--- src/rtl/hazard_ctrl.sv ---
// Pipeline hazard controller: tracks EXE/MEM destination shadows, raises stall/flush/freeze
// and selects operand forwarding. Define HAZARD_CTRL_FORWARD_EN to build the forwarding path.
module hazard_ctrl (
  input  logic        clk,
  input  logic        rst,
  input  logic        id_valid,
  input  logic [3:0]  id_src1,
  input  logic [3:0]  id_src2,
  input  logic        id_two_src,
  input  logic        id_wb_en,
  input  logic [3:0]  id_dest,
  input  logic        id_mem_r_en,
  input  logic        exe_b,
  input  logic        mem_ready,
  output logic        hazard,
  output logic        freeze,
  output logic        flush,
  output logic [1:0]  fwd_sel_a,
  output logic [1:0]  fwd_sel_b,
  output logic [15:0] stall_cnt
);

  typedef enum logic [0:0] {RUN = 1'b0, MEM_WAIT = 1'b1} state_t;

  state_t      state_r, state_nxt_s;
  logic [3:0]  exe_dest_r, mem_dest_r;
  logic        exe_wb_en_r, exe_mem_r_en_r, mem_wb_en_r;
  logic        a_exe_s, b_exe_s, a_mem_s, b_mem_s;
  logic        load_use_s, alu_use_s, mem_use_s;
  logic        hazard_raw_s, bubble_s;

  // Source matching, stall/flush decisions and FSM next state
  always_comb begin
    a_exe_s     = id_valid & exe_wb_en_r & (exe_dest_r == id_src1);
    b_exe_s     = id_valid & exe_wb_en_r & id_two_src & (exe_dest_r == id_src2);
    a_mem_s     = id_valid & mem_wb_en_r & (mem_dest_r == id_src1);
    b_mem_s     = id_valid & mem_wb_en_r & id_two_src & (mem_dest_r == id_src2);
    load_use_s  = (a_exe_s | b_exe_s) & exe_mem_r_en_r;
    alu_use_s   = (a_exe_s | b_exe_s) & ~exe_mem_r_en_r;
    mem_use_s   = a_mem_s | b_mem_s;
`ifdef HAZARD_CTRL_FORWARD_EN
    hazard_raw_s = load_use_s;
`else
    hazard_raw_s = load_use_s | alu_use_s | mem_use_s;
`endif
    freeze      = ~mem_ready;
    // Flush has priority over a stall; both are suppressed while frozen or in reset
    flush       = rst & mem_ready & exe_b;
    hazard      = rst & mem_ready & ~exe_b & hazard_raw_s;
    bubble_s    = hazard_raw_s | exe_b | ~id_valid;
    state_nxt_s = state_r;
    case (state_r)
      RUN: begin
        if (!mem_ready) state_nxt_s = MEM_WAIT;
        else            state_nxt_s = RUN;
      end
      MEM_WAIT: begin
        if (mem_ready) state_nxt_s = RUN;
        else           state_nxt_s = MEM_WAIT;
      end
      default: state_nxt_s = RUN;
    endcase
  end

  // FSM state register
  always_ff @(posedge clk or negedge rst) begin
    if (!rst) state_r <= RUN;
    else      state_r <= state_nxt_s;
  end

  // EXE/MEM shadow slots advance only on non-freeze edges
  always_ff @(posedge clk or negedge rst) begin
    if (!rst) begin
      exe_dest_r     <= 4'd0;
      exe_wb_en_r    <= 1'b0;
      exe_mem_r_en_r <= 1'b0;
      mem_dest_r     <= 4'd0;
      mem_wb_en_r    <= 1'b0;
    end else if (mem_ready) begin
      mem_dest_r  <= exe_dest_r;
      mem_wb_en_r <= exe_wb_en_r;
      if (bubble_s) begin
        exe_dest_r     <= 4'd0;
        exe_wb_en_r    <= 1'b0;
        exe_mem_r_en_r <= 1'b0;
      end else begin
        exe_dest_r     <= id_dest;
        exe_wb_en_r    <= id_wb_en;
        exe_mem_r_en_r <= id_mem_r_en;
      end
    end else begin
      mem_dest_r     <= mem_dest_r;
      mem_wb_en_r    <= mem_wb_en_r;
      exe_dest_r     <= exe_dest_r;
      exe_wb_en_r    <= exe_wb_en_r;
      exe_mem_r_en_r <= exe_mem_r_en_r;
    end
  end

  // Saturating count of stalled or frozen cycles
  always_ff @(posedge clk or negedge rst) begin
    if (!rst)                                          stall_cnt <= 16'd0;
    else if ((hazard | freeze) && stall_cnt != 16'hFFFF) stall_cnt <= stall_cnt + 16'd1;
    else                                               stall_cnt <= stall_cnt;
  end

`ifdef HAZARD_CTRL_FORWARD_EN
  logic [1:0] fwd_a_r, fwd_b_r, fwd_a_nxt_s, fwd_b_nxt_s;

  // Forward select for the instruction about to enter EXE; nearest producer wins
  always_comb begin
    fwd_a_nxt_s = 2'd0;
    fwd_b_nxt_s = 2'd0;
    if (bubble_s)     fwd_a_nxt_s = 2'd0;
    else if (a_exe_s) fwd_a_nxt_s = 2'd1;
    else if (a_mem_s) fwd_a_nxt_s = 2'd2;
    else              fwd_a_nxt_s = 2'd0;
    if (bubble_s)     fwd_b_nxt_s = 2'd0;
    else if (b_exe_s) fwd_b_nxt_s = 2'd1;
    else if (b_mem_s) fwd_b_nxt_s = 2'd2;
    else              fwd_b_nxt_s = 2'd0;
  end

  // Forward select registers
  always_ff @(posedge clk or negedge rst) begin
    if (!rst) begin
      fwd_a_r <= 2'd0;
      fwd_b_r <= 2'd0;
    end else if (mem_ready) begin
      fwd_a_r <= fwd_a_nxt_s;
      fwd_b_r <= fwd_b_nxt_s;
    end else begin
      fwd_a_r <= fwd_a_r;
      fwd_b_r <= fwd_b_r;
    end
  end

  assign fwd_sel_a = fwd_a_r;
  assign fwd_sel_b = fwd_b_r;
`else
  assign fwd_sel_a = 2'd0;
  assign fwd_sel_b = 2'd0;
`endif

endmodule

--- config.mk ---
export PLATFORM = sky130hd
export DESIGN_NAME = hazard_ctrl
export DESIGN_NICKNAME = d
export VERILOG_FILES = /design/src/rtl/hazard_ctrl.sv
export SDC_FILE = /design/constraint.sdc
export NUM_CORES = 1
export LEC_CHECK = 0
export BUFFER_PORTS_ARGS = -buffer_cell sky130_fd_sc_hd__buf_2
export CORE_MARGIN = 2
export CORE_UTILIZATION = 54
export CTS_BUF_LIST = sky130_fd_sc_hd__clkbuf_8
export CTS_CLUSTER_DIAMETER = 60
export CTS_CLUSTER_SIZE = 40
export DETAILED_ROUTE_END_ITERATION = 6
export PLACE_DENSITY = 0.92
export RECOVER_POWER = 100
export SYNTH_ARGS = -nofsm -noshare
export SYNTH_HDL_FRONTEND = slang
export SYNTH_SLANG_ARGS = --single-unit
--- constraint.sdc ---
create_clock -name clk -period 2.5 [get_ports clk]
set_clock_uncertainty 0.2 [all_clocks]
set_input_delay 0.5 -clock clk [delete_from_list [all_inputs] [get_ports clk]]
set_output_delay 0.5 -clock clk [all_outputs]
set_load 0.05 [all_outputs]
==> impl_results.md, run 1 <==
- Top-area cell type share of the netlist area: 0.418
- Wire per inst: 17.3 µm
- Filler cell count in the final layout: 183
- Final Wtd Congestion: 0.932
- Top sig layer: met4
- CTS tree: done
- Worst path bufs/invs: 1
- CTS buffer count: 3
- Tcrit/Tclk final: 1.01
- Startpoint types: flop
- Slew Viols, Final: 0
- H-tree Lvls: 1
- Slowest cell delay on critical path: 0.48 ns
- Crit-path leading delay family: compound AO/OA/AOI/OAI gates
- Fmax: 396 MHz
- Die Wd: 57.7 µm
- Post-synthesis sequential area ratio: 0.418
- Avg Vias per Cell: 5.82
- Compound-cell area share of the yosys netlist: 0.167
- Global Route Usage Sum: 0.228
- Leakage power: 0.897 nW
- Reg area: 654 µm²
- Pin count of the biggest net entering global routing: 20
- Core box area: 2760 µm²
- Met3 wire len: 187 µm
- Via count: 1246
- Outcome: finished with violations
- Routed Wire Length: 3.69 mm
- Crit path cell chain: xor2_1, o41ai_4, o311ai_4, nor2_4, buf_6
- RSZ-0062 raised after global routing: true
- Critical path capture point type: output pin
- Relative slew slack: 0.372
- Layout cells sized above 1: 0.464
- Port-buffer cells: 37
- # nets final: 205
- Min cycle time layout: 2.52 ns
- Largest family of logic cells by synthesized area: compound AO/OA/AOI/OAI gates
- Root Driver: clkbuf_8
- Die ar.: 3330 µm²
- Grt ovf: 0
- Maximum capacitance violations: 0
- Synth top area cells: dfrtp_1, xor2_1, mux2_2, a211oi_2, a2111oi_2
- Area delta synth->final: 26.0%
- Ant. Diodes: 0
- Synth warn: 0
- Io pins: 43
- Violated checks: setup timing
- Mux contribution to synthesized area: 0.0579
- Met1 wire length: 1.58 mm
- Avg Cell Area, Syn: 11.5 µm²
- Ys flop type: dfrtp_1
- Antenna Nets Post-Route: 0
- Req. time, crit path: 1.80 ns
- Post-synth EDFFs: 0
- Max Root-Sink Buffers: 2
- Dpl cells: 204
- HPWL after detailed placement: 2.67 mm
- Post-Synth Simple-Gate Area: 0.143
- First-pass GRT wire length: 5.92 mm
- Setup violators final: 1
- Worst-Skew Late Latency: 0.27 ns
- Core Rows: 19
- Final worst-path setup slack: -0.0247 ns
- Drt pass-1 iters: 4
- Crit Path Class: flop to output pin
- Critical path's slowest cell: o41ai_4
- FFs w/ async S/R, synth: 1.00
- Initial antenna violation count: 0
- CP Max Fanout: 4
- Leading area contributor after synthesis: dfrtp_1
- Worst slack, placed: -0.0930 ns
- Area of the multi-input gates: 915 µm²
- Drt drc: 0
- Starting Density: 0.564
- Met2 routed wirelength: 1.89 mm
- Netlist Area Pre-Place: 1560 µm²
- Xor and xnor area share after synthesis: 0.158
- Worst-path clk slew: 0.08 ns
- Adder-Cell Fraction of Synth Area: 0.00805
- Hold/Removal Path Class: input pin to flop
- CP arrival: 1.82 ns
- PD cells: 807 nW/µm²
- Slew @ Worst Pin: 0.933 ns
- Max rail drop VDD: 1.08 mV
- Post-synthesis cell type count: 37
- Final cell count without fillers: 214
- Clock Sinks: 26
- DRT iter0 DRCs: 29
- Syn Inst Count: 135
- Synthesis-stage register bit count: 26
- Count of final hold-check violations: 0
- Height of the chip: 57.7 µm
- Vias in the first global route: 1218
[Yosys cell counts (2+ instances only)]
cell type  instances
and3_4             2
nand4_1            5
clkbuf_1           3
buf_4              4
inv_1              4
a21oi_1            4
xor2_1            24
xnor2_1            4
nand3_1            6
nand2_1            8
a211oi_2           6
a22o_1             4
a2111oi_2          3
nor2_1             2
a211oi_1           2
nor4_2             2
mux2_2             7
dfrtp_1           26
[through the flow]
step	hold slack [ns]	power, mW	instance area (µm²)	utilization	setup TNS [ns]
after floorplan	0.00441	1.14	1580	-	0
after global placement	0.175	1.29	1790	0.651	-0.0300
after detailed placement	0.181	1.33	1790	0.651	-0.394
after CTS	0.253	1.57	1890	0.686	-0.401
after global routing	0.260	1.66	1960	0.711	-0.241
final	0.257	1.58	1960	0.711	-0.0247
[flip-flops by register name, summed over array words and instances (netlist names)]
signal,count
exe_dest_r,4
exe_wb_en_r,1
mem_dest_r,4
mem_wb_en_r,1
stall_cnt,16
[placed cells by master, fill, tap and decap left out, types with 2 or more instances in the layout]
cell type	synthesis	layout
buf_2	0	35
xor2_1	24	24
dfrtp_1	26	23
buf_4	4	11
nand2_1	8	8
mux2_2	7	7
a211oi_2	6	7
nand3_1	6	6
nand4_1	5	5
inv_1	4	5
xnor2_1	4	4
a22o_1	4	4
conb_1	1	4
a21oi_1	4	3
clkbuf_8	0	3
dfrtp_2	0	3
nor4_4	0	2
nor2_4	1	2
and3_4	2	2
a2111oi_4	0	2
[final timing paths]
path / start / end / slack, ns / depth (start not counted)
min: id_dest[3] / exe_dest_r[3]$_DFFE_PN0P_ / 0.26 / 2
max in group asynchronous: rst / stall_cnt[0]$_DFFE_PN0P_ / 1.18 / 3
max reg2reg: exe_dest_r[0]$_DFFE_PN0P_ / stall_cnt[13]$_DFFE_PN0P_ / 0.01 / 7
min in group asynchronous: rst / stall_cnt[7]$_DFFE_PN0P_ / 0.41 / 2
max: exe_dest_r[0]$_DFFE_PN0P_ / hazard / -0.02 / 5
min reg2reg: stall_cnt[9]$_DFFE_PN0P_ / stall_cnt[9]$_DFFE_PN0P_ / 0.32 / 1
[where the power goes]
part,internal (mW),switching [mW]
Sequential,0.520,0.128
Combinational,0.192,0.503
Clock,0.110,0.128
[per-layer routing]
layer / GRT usage / vias to the layer above
met3: 0.0402 / 4
met1: 0.315 / 616
met2: 0.380 / 49
li1: - / 577
met5: 0 / -
met4: 0.0498 / 0
[cell type report]
type | count | share of cell area
flip-flops and latches | 26 | 0.334
clock inverters | 1 | 0.00192
inverters | 5 | 0.0102
multi-input cells | 99 | 0.467
clock buffers | 3 | 0.0211
well taps | 31 | 0.0198
repair buffers | 49 | 0.146
[cells by family (layout without fill, tap and decap cells)]
group / Yosys count / after routing
xor gates and xnor gates: 28 / 28
buffers and inverters: 13 / 58
DFF: 26 / 26
and+or+nand+nor: 34 / 34
AOI/OAI and AO/OA: 24 / 24
muxes: 8 / 8
other: 1 / 4
adders and majority gates: 1 / 1
[repair_timing]
action | CTS | global route
resized for setup | 5 | 6
hold buffers | 1 | 0
endpoints found under the setup margin | 1 | 16
pin swaps | 4 | 5
buffers inserted | 2 | 3
gates cloned | 0 | 0
endpoints found under the hold margin | 7 | 0
[worst reg2reg max path, cell delays in order, from the launching register on]
cell and delay, ns:
dfrtp_1 0.44, xor2_1 0.22, o41ai_4 0.48, o311ai_4 0.16, buf_4 0.19, buf_4 0.18
a2111oi_2 0.38, xor2_1 0.18
Power figures use the tool's default switching activity.
==> run 2: changes to the inputs <==
--- a/config.mk
+++ b/config.mk
@@ -14,6 +14,7 @@
 export DETAILED_ROUTE_END_ITERATION = 6
 export PLACE_DENSITY = 0.92
 export RECOVER_POWER = 100
+export SKIP_CTS_REPAIR_TIMING = 1
 export SYNTH_ARGS = -nofsm -noshare
 export SYNTH_HDL_FRONTEND = slang
 export SYNTH_SLANG_ARGS = --single-unit
==> impl_results.md, run 2 (synthesis gave the netlist of run 1 again) <==
- Outcome: finished with violations
- Violated checks: setup timing
- Core box area: 2760 µm²
- Finished Core Util: 0.700
- Grt ovf: 0
- Most flop-heavy register: stall_cnt
- Fmax: 387 MHz
- Finished Cell Area: 1930 µm²
- HPWL after detailed placement: 2.67 mm
- Final worst-path setup slack: -0.0827 ns
- H-tree Lvls: 1
- Antenna Nets Post-Route: 0
- PD cells: 818 nW/µm²
- Port-buffer cells: 37
- Starting Density: 0.564
- Switching power: 0.761 mW
- Io pins: 43
- CP Max Fanout: 4
- Sw Ratio: 0.482
- CTS buffer count: 3
- Ant. Diodes: 0
- Via count: 1231
- Count of final hold-check violations: 0
- Req. time, crit path: 1.80 ns
- Core Rows: 19
- Startpoint types: flop
- RSZ-0062 raised after global routing: true
- Worst slack, placed: -0.0930 ns
- Vias in the first global route: 1190
- Dpl cell area: 1790 µm²
- Leakage power: 0.886 nW
- Filler cell count in the final layout: 191
- Sequential share of power: 0.412
- Layout cells sized above 1: 0.464
- Routed Wire Length: 3.73 mm
- Min cycle time layout: 2.58 ns
- Die ar.: 3330 µm²
- Slew Viols, Final: 0
- Worst-Skew Late Latency: 0.27 ns
- Max rail drop VDD: 1.09 mV
- FF-to-FF Start: exe_dest_r[1]$_DFFE_PN0P_
- Reg2reg setup slack: -0.02 ns
- Crit Path Class: flop to output pin
- Setup tns final: -0.121 ns
- Hold WS: 0.252 ns
- Global Route Usage Sum: 0.222
- Setup violators final: 4
- Internal: 0.819 mW
- Avg Vias per Cell: 5.81
- # nets final: 203
- Initial antenna violation count: 0
- Maximum capacitance violations: 0
- Height of the chip: 57.7 µm
- Reg2Reg Depth: 8
- Slew @ Worst Pin: 1.08 ns
- Tcrit/Tclk final: 1.03
- Worst-path clk slew: 0.09 ns
- Crit path capture: hazard
- Commonest non-fill, non-tap cell in the layout: buf_2
- Die Wd: 57.7 µm
- Wire per inst: 17.6 µm
- DRT iter0 DRCs: 48
- Clock network fraction of total power: 0.152
- Root Driver: clkbuf_8
- Setup crit start: exe_dest_r[1]$_DFFE_PN0P_
- Clock Sinks: 26
- Pin count of the biggest net entering global routing: 20
- Max reg flops: 16
- Final Wtd Congestion: 0.932
- Max Root-Sink Buffers: 2
- CP arrival: 1.88 ns
- Top Registers: stall_cnt x16, exe_dest_r x4, mem_dest_r x4
- Most frequent cells in the layout: buf_2, xor2_1, dfrtp_1
- Drt drc: 0
- Combinational share of power: 0.436
- Relative slew slack: 0.278
- Area delta synth->final: 24.1%
- Critical path capture point type: output pin
- Drt pass-1 iters: 4
- First-pass GRT wire length: 5.75 mm
- R2R Path End: stall_cnt[5]$_DFFE_PN0P_
- CTS tree: done
- Hold/Removal Path Class: input pin to flop
run 2: changes by cell type in the layout (fill, tap and decap cells not counted), sizes merged:
cell	change
buf	-2
run 2: metrics by stage:
stage | cells | power, mW
final | 212 | 1.58
after global routing | 212 | 1.65
after CTS | 208 | 1.56
after detailed placement | 204 | 1.33
after global placement | 204 | 1.29
after floorplan | 138 | 1.14
run 2: power by group through the flow:
| stage | Sequential (mW) | Combinational [mW] | Clock, mW |
|---|---|---|---|
| after global routing | 0.664 | 0.731 | 0.258 |
| after detailed placement | 0.655 | 0.673 | 0 |
| after floorplan | 0.927 | 0.216 | 0 |
| after global placement | 0.641 | 0.653 | 0 |
| final | 0.650 | 0.689 | 0.240 |
| after CTS | 0.646 | 0.677 | 0.240 |
run 2: final cells by class:
| type | count | area (µm²) | area share |
|---|---|---|---|
| flip-flops and latches | 26 | 653 | 0.338 |
| well taps | 31 | 38.8 | 0.0201 |
| inverters | 5 | 20.0 | 0.0104 |
| multi-input cells | 99 | 908 | 0.471 |
| clock buffers | 3 | 41.3 | 0.0214 |
| clock inverters | 1 | 3.75 | 0.00194 |
| repair buffers | 47 | 265 | 0.137 |
run 2: layer usage:
metal,wire (µm),track usage,vias up,part of all wire
li1,-,-,570,-
met1,1650,0.301,632,0.44
met2,1930,0.380,27,0.52
met3,126,0.0402,2,0.034
met4,16,0.0399,0,0.0043
met5,0,0,-,0
run 2: worst max-delay path, stage by stage (launching register included):
cell and delay (ns):
dfrtp_1 0.43, xnor2_1 0.16, nand4_1 0.17, o41ai_4 0.41, o311ai_4 0.18, nor2_4 0.11
buf_6 0.16
run 2: worst min path at each step:
stage | from | to | slack (ns) | depth (start not counted)
CTS | rst | stall_cnt[7]$_DFFE_PN0P_ | -0.11 | 1
global route | id_dest[0] | exe_dest_r[0]$_DFFE_PN0P_ | 0.26 | 2
finish | id_dest[3] | exe_dest_r[3]$_DFFE_PN0P_ | 0.25 | 2
floorplan | rst | exe_dest_r[0]$_DFFE_PN0P_ | 0.004 | 0
detailed placement | rst | mem_dest_r[2]$_DFFE_PN0P_ | 0.18 | 1
global placement | rst | mem_dest_r[2]$_DFFE_PN0P_ | 0.17 | 1
==> run 3: changes to the inputs <==
--- a/config.mk
+++ b/config.mk
@@ -7,12 +7,12 @@
 export LEC_CHECK = 0
 export BUFFER_PORTS_ARGS = -buffer_cell sky130_fd_sc_hd__buf_2
 export CORE_MARGIN = 2
-export CORE_UTILIZATION = 54
+export CORE_UTILIZATION = 58
 export CTS_BUF_LIST = sky130_fd_sc_hd__clkbuf_8
 export CTS_CLUSTER_DIAMETER = 60
 export CTS_CLUSTER_SIZE = 40
 export DETAILED_ROUTE_END_ITERATION = 6
-export PLACE_DENSITY = 0.92
+export PLACE_DENSITY = 0.95
 export RECOVER_POWER = 100
 export SKIP_CTS_REPAIR_TIMING = 1
 export SYNTH_ARGS = -nofsm -noshare
==> constraint.sdc (replaced) <==
create_clock -name clk -period 3.25 [get_ports clk]
set_clock_uncertainty 0.2 [all_clocks]
set_input_delay 0.65 -clock clk [delete_from_list [all_inputs] [get_ports clk]]
set_output_delay 0.65 -clock clk [all_outputs]
set_load 0.05 [all_outputs]
==> impl_results.md, run 3 (synthesis gave the netlist of run 1 again) <==
- Max reg flops: 16
- Global Route Usage Sum: 0.218
- DRT iter0 DRCs: 26
- Io pins: 43
- Maximum capacitance violations: 0
- HPWL after detailed placement: 2.50 mm
- CTS tree: done
- Relative slew slack: 0.389
- Vias in the first global route: 1161
- Min cycle time layout: 2.79 ns
- Critical path capture point type: output pin
- Slew @ Worst Pin: 0.917 ns
- Setup tns final: 0 ns
- H-tree Lvls: 1
- Worst path bufs/invs: 2
- CTS buffer count: 3
- Root Driver: clkbuf_8
- Via count: 1165
- Max rail drop VDD: 0.652 mV
- Layout cells sized above 1: 0.241
- Wire per inst: 15.6 µm
- Worst-path clk slew: 0.09 ns
- Setup violators final: 0
- Height of the chip: 55.8 µm
- Tcrit/Tclk final: 0.858
- Most frequent cells in the layout: dfrtp_1, xor2_1, clkbuf_1, buf_2, nand2_1
- Ant. Diodes: 0
- CP arrival: 1.94 ns
- Worst-Skew Late Latency: 0.27 ns
- Dpl cell area: 1770 µm²
- Avg Vias per Cell: 5.71
- Crit Path Class: input pin to output pin
- Drt drc: 0
- Startpoint types: input pin
- Pin count of the biggest net entering global routing: 26
- Hold/Removal Path Class: input pin to async pin
- RSZ-0062 raised after global routing: false
- Worst path depth: 7
- Top Registers: stall_cnt x16, exe_dest_r x4, mem_dest_r x4
- Final Wtd Congestion: 0.887
- Core Rows: 18
- Starting Density: 0.622
- Core box area: 2500 µm²
- Area delta synth->final: 12.2%
- Leakage power: 0.770 nW
- Routed Wire Length: 3.18 mm
- Commonest non-fill, non-tap cell in the layout: dfrtp_1
- Critical path's slowest cell: o41ai_2
- Grt ovf: 0
- Clock Sinks: 26
- Slowest cell delay on critical path: 0.38 ns
- Crit-path leading delay family: compound AO/OA/AOI/OAI gates
- Die ar.: 3110 µm²
- Filler cell count in the final layout: 184
- Initial antenna violation count: 0
- # nets final: 196
- Drt pass-1 iters: 4
- Max Root-Sink Buffers: 2
- Crit path cell chain: clkbuf_1, xnor2_1, nand4_1, o41ai_2, o311ai_4, nor2_4, buf_2
- PD cells: 683 nW/µm²
- Slew Viols, Final: 0
- Die Wd: 55.8 µm
- Fmax: 359 MHz
- Finished Core Util: 0.698
- Antenna Nets Post-Route: 0
- Port-buffer cells: 37
- Req. time, crit path: 2.40 ns
- Finished Cell Area: 1750 µm²
- Count of final hold-check violations: 0
- Outcome: completed
- CP Max Fanout: 2
- Reg2Reg Depth: 6
- First-pass GRT wire length: 5.31 mm
- Most flop-heavy register: stall_cnt
## run 3: cell types whose count changed in the layout (fill, tap and decap cells not counted), sizes merged
cell and delta:
dlygate4sd3 -1, clkbuf +22, inv -1, buf -27
## run 3: final timing paths
| check | startpoint | to | slack (ns) |
|---|---|---|---|
| worst max-delay path | id_src2[1] | hazard | 0.46 |
| max in group asynchronous | rst | stall_cnt[10]$_DFFE_PN0P_ | 1.44 |
| min in group clk | stall_cnt[6]$_DFFE_PN0P_ | stall_cnt[6]$_DFFE_PN0P_ | 0.30 |
| worst min register to register | stall_cnt[6]$_DFFE_PN0P_ | stall_cnt[6]$_DFFE_PN0P_ | 0.30 |
| worst max register to register | exe_dest_r[0]$_DFFE_PN0P_ | stall_cnt[15]$_DFFE_PN0P_ | 0.54 |
| worst min-delay path | rst | mem_dest_r[3]$_DFFE_PN0P_ | 0.17 |
## run 3: metal layers
metal | share of wire | routed length (µm) | global-route usage
met1 | 0.44 | 1390 | 0.271
met2 | 0.49 | 1550 | 0.381
met3 | 0.052 | 165 | 0.0302
met4 | 0.025 | 80 | 0.0871
met5 | 0 | 0 | 0
## run 3: stage by stage
step / std cells / hold WS [ns] / setup WS (ns) / power (mW)
detailed placement: 200 / 0.296 / 0.461 / 1.02
CTS: 204 / 0.0493 / 0.477 / 1.22
global placement: 200 / 0.279 / 0.485 / 0.987
global route: 204 / 0.201 / 0.265 / 1.25
floorplan: 138 / 0.154 / 0.0816 / 0.876
finish: 204 / 0.172 / 0.463 / 1.19
## run 3: cell type report
class,count,area [µm²],area share
Clock buffer,4,55.1,0.0315
Tap cell,30,37.5,0.0215
Timing Repair Buffer,40,175,0.100
Sequential cell,26,651,0.373
Multi-Input combinational cell,99,808,0.463
Inverter,5,18.8,0.0108
## run 3: where the power goes
| part | total (mW) | internal, mW | switching, mW |
|---|---|---|---|
| logic | 0.487 | 0.121 | 0.366 |
| registers | 0.494 | 0.397 | 0.0973 |
| clock network | 0.210 | 0.108 | 0.102 |
| total | 1.19 | 0.626 | 0.565 |
## run 3: worst register-to-register path, stage by stage (launching register included)
cell and delay [ns]:
dfrtp_1 0.43, xor2_1 0.19, o41ai_2 0.50, o311ai_4 0.14, clkbuf_1 0.35, a2111oi_0 0.63, xor2_1 0.13
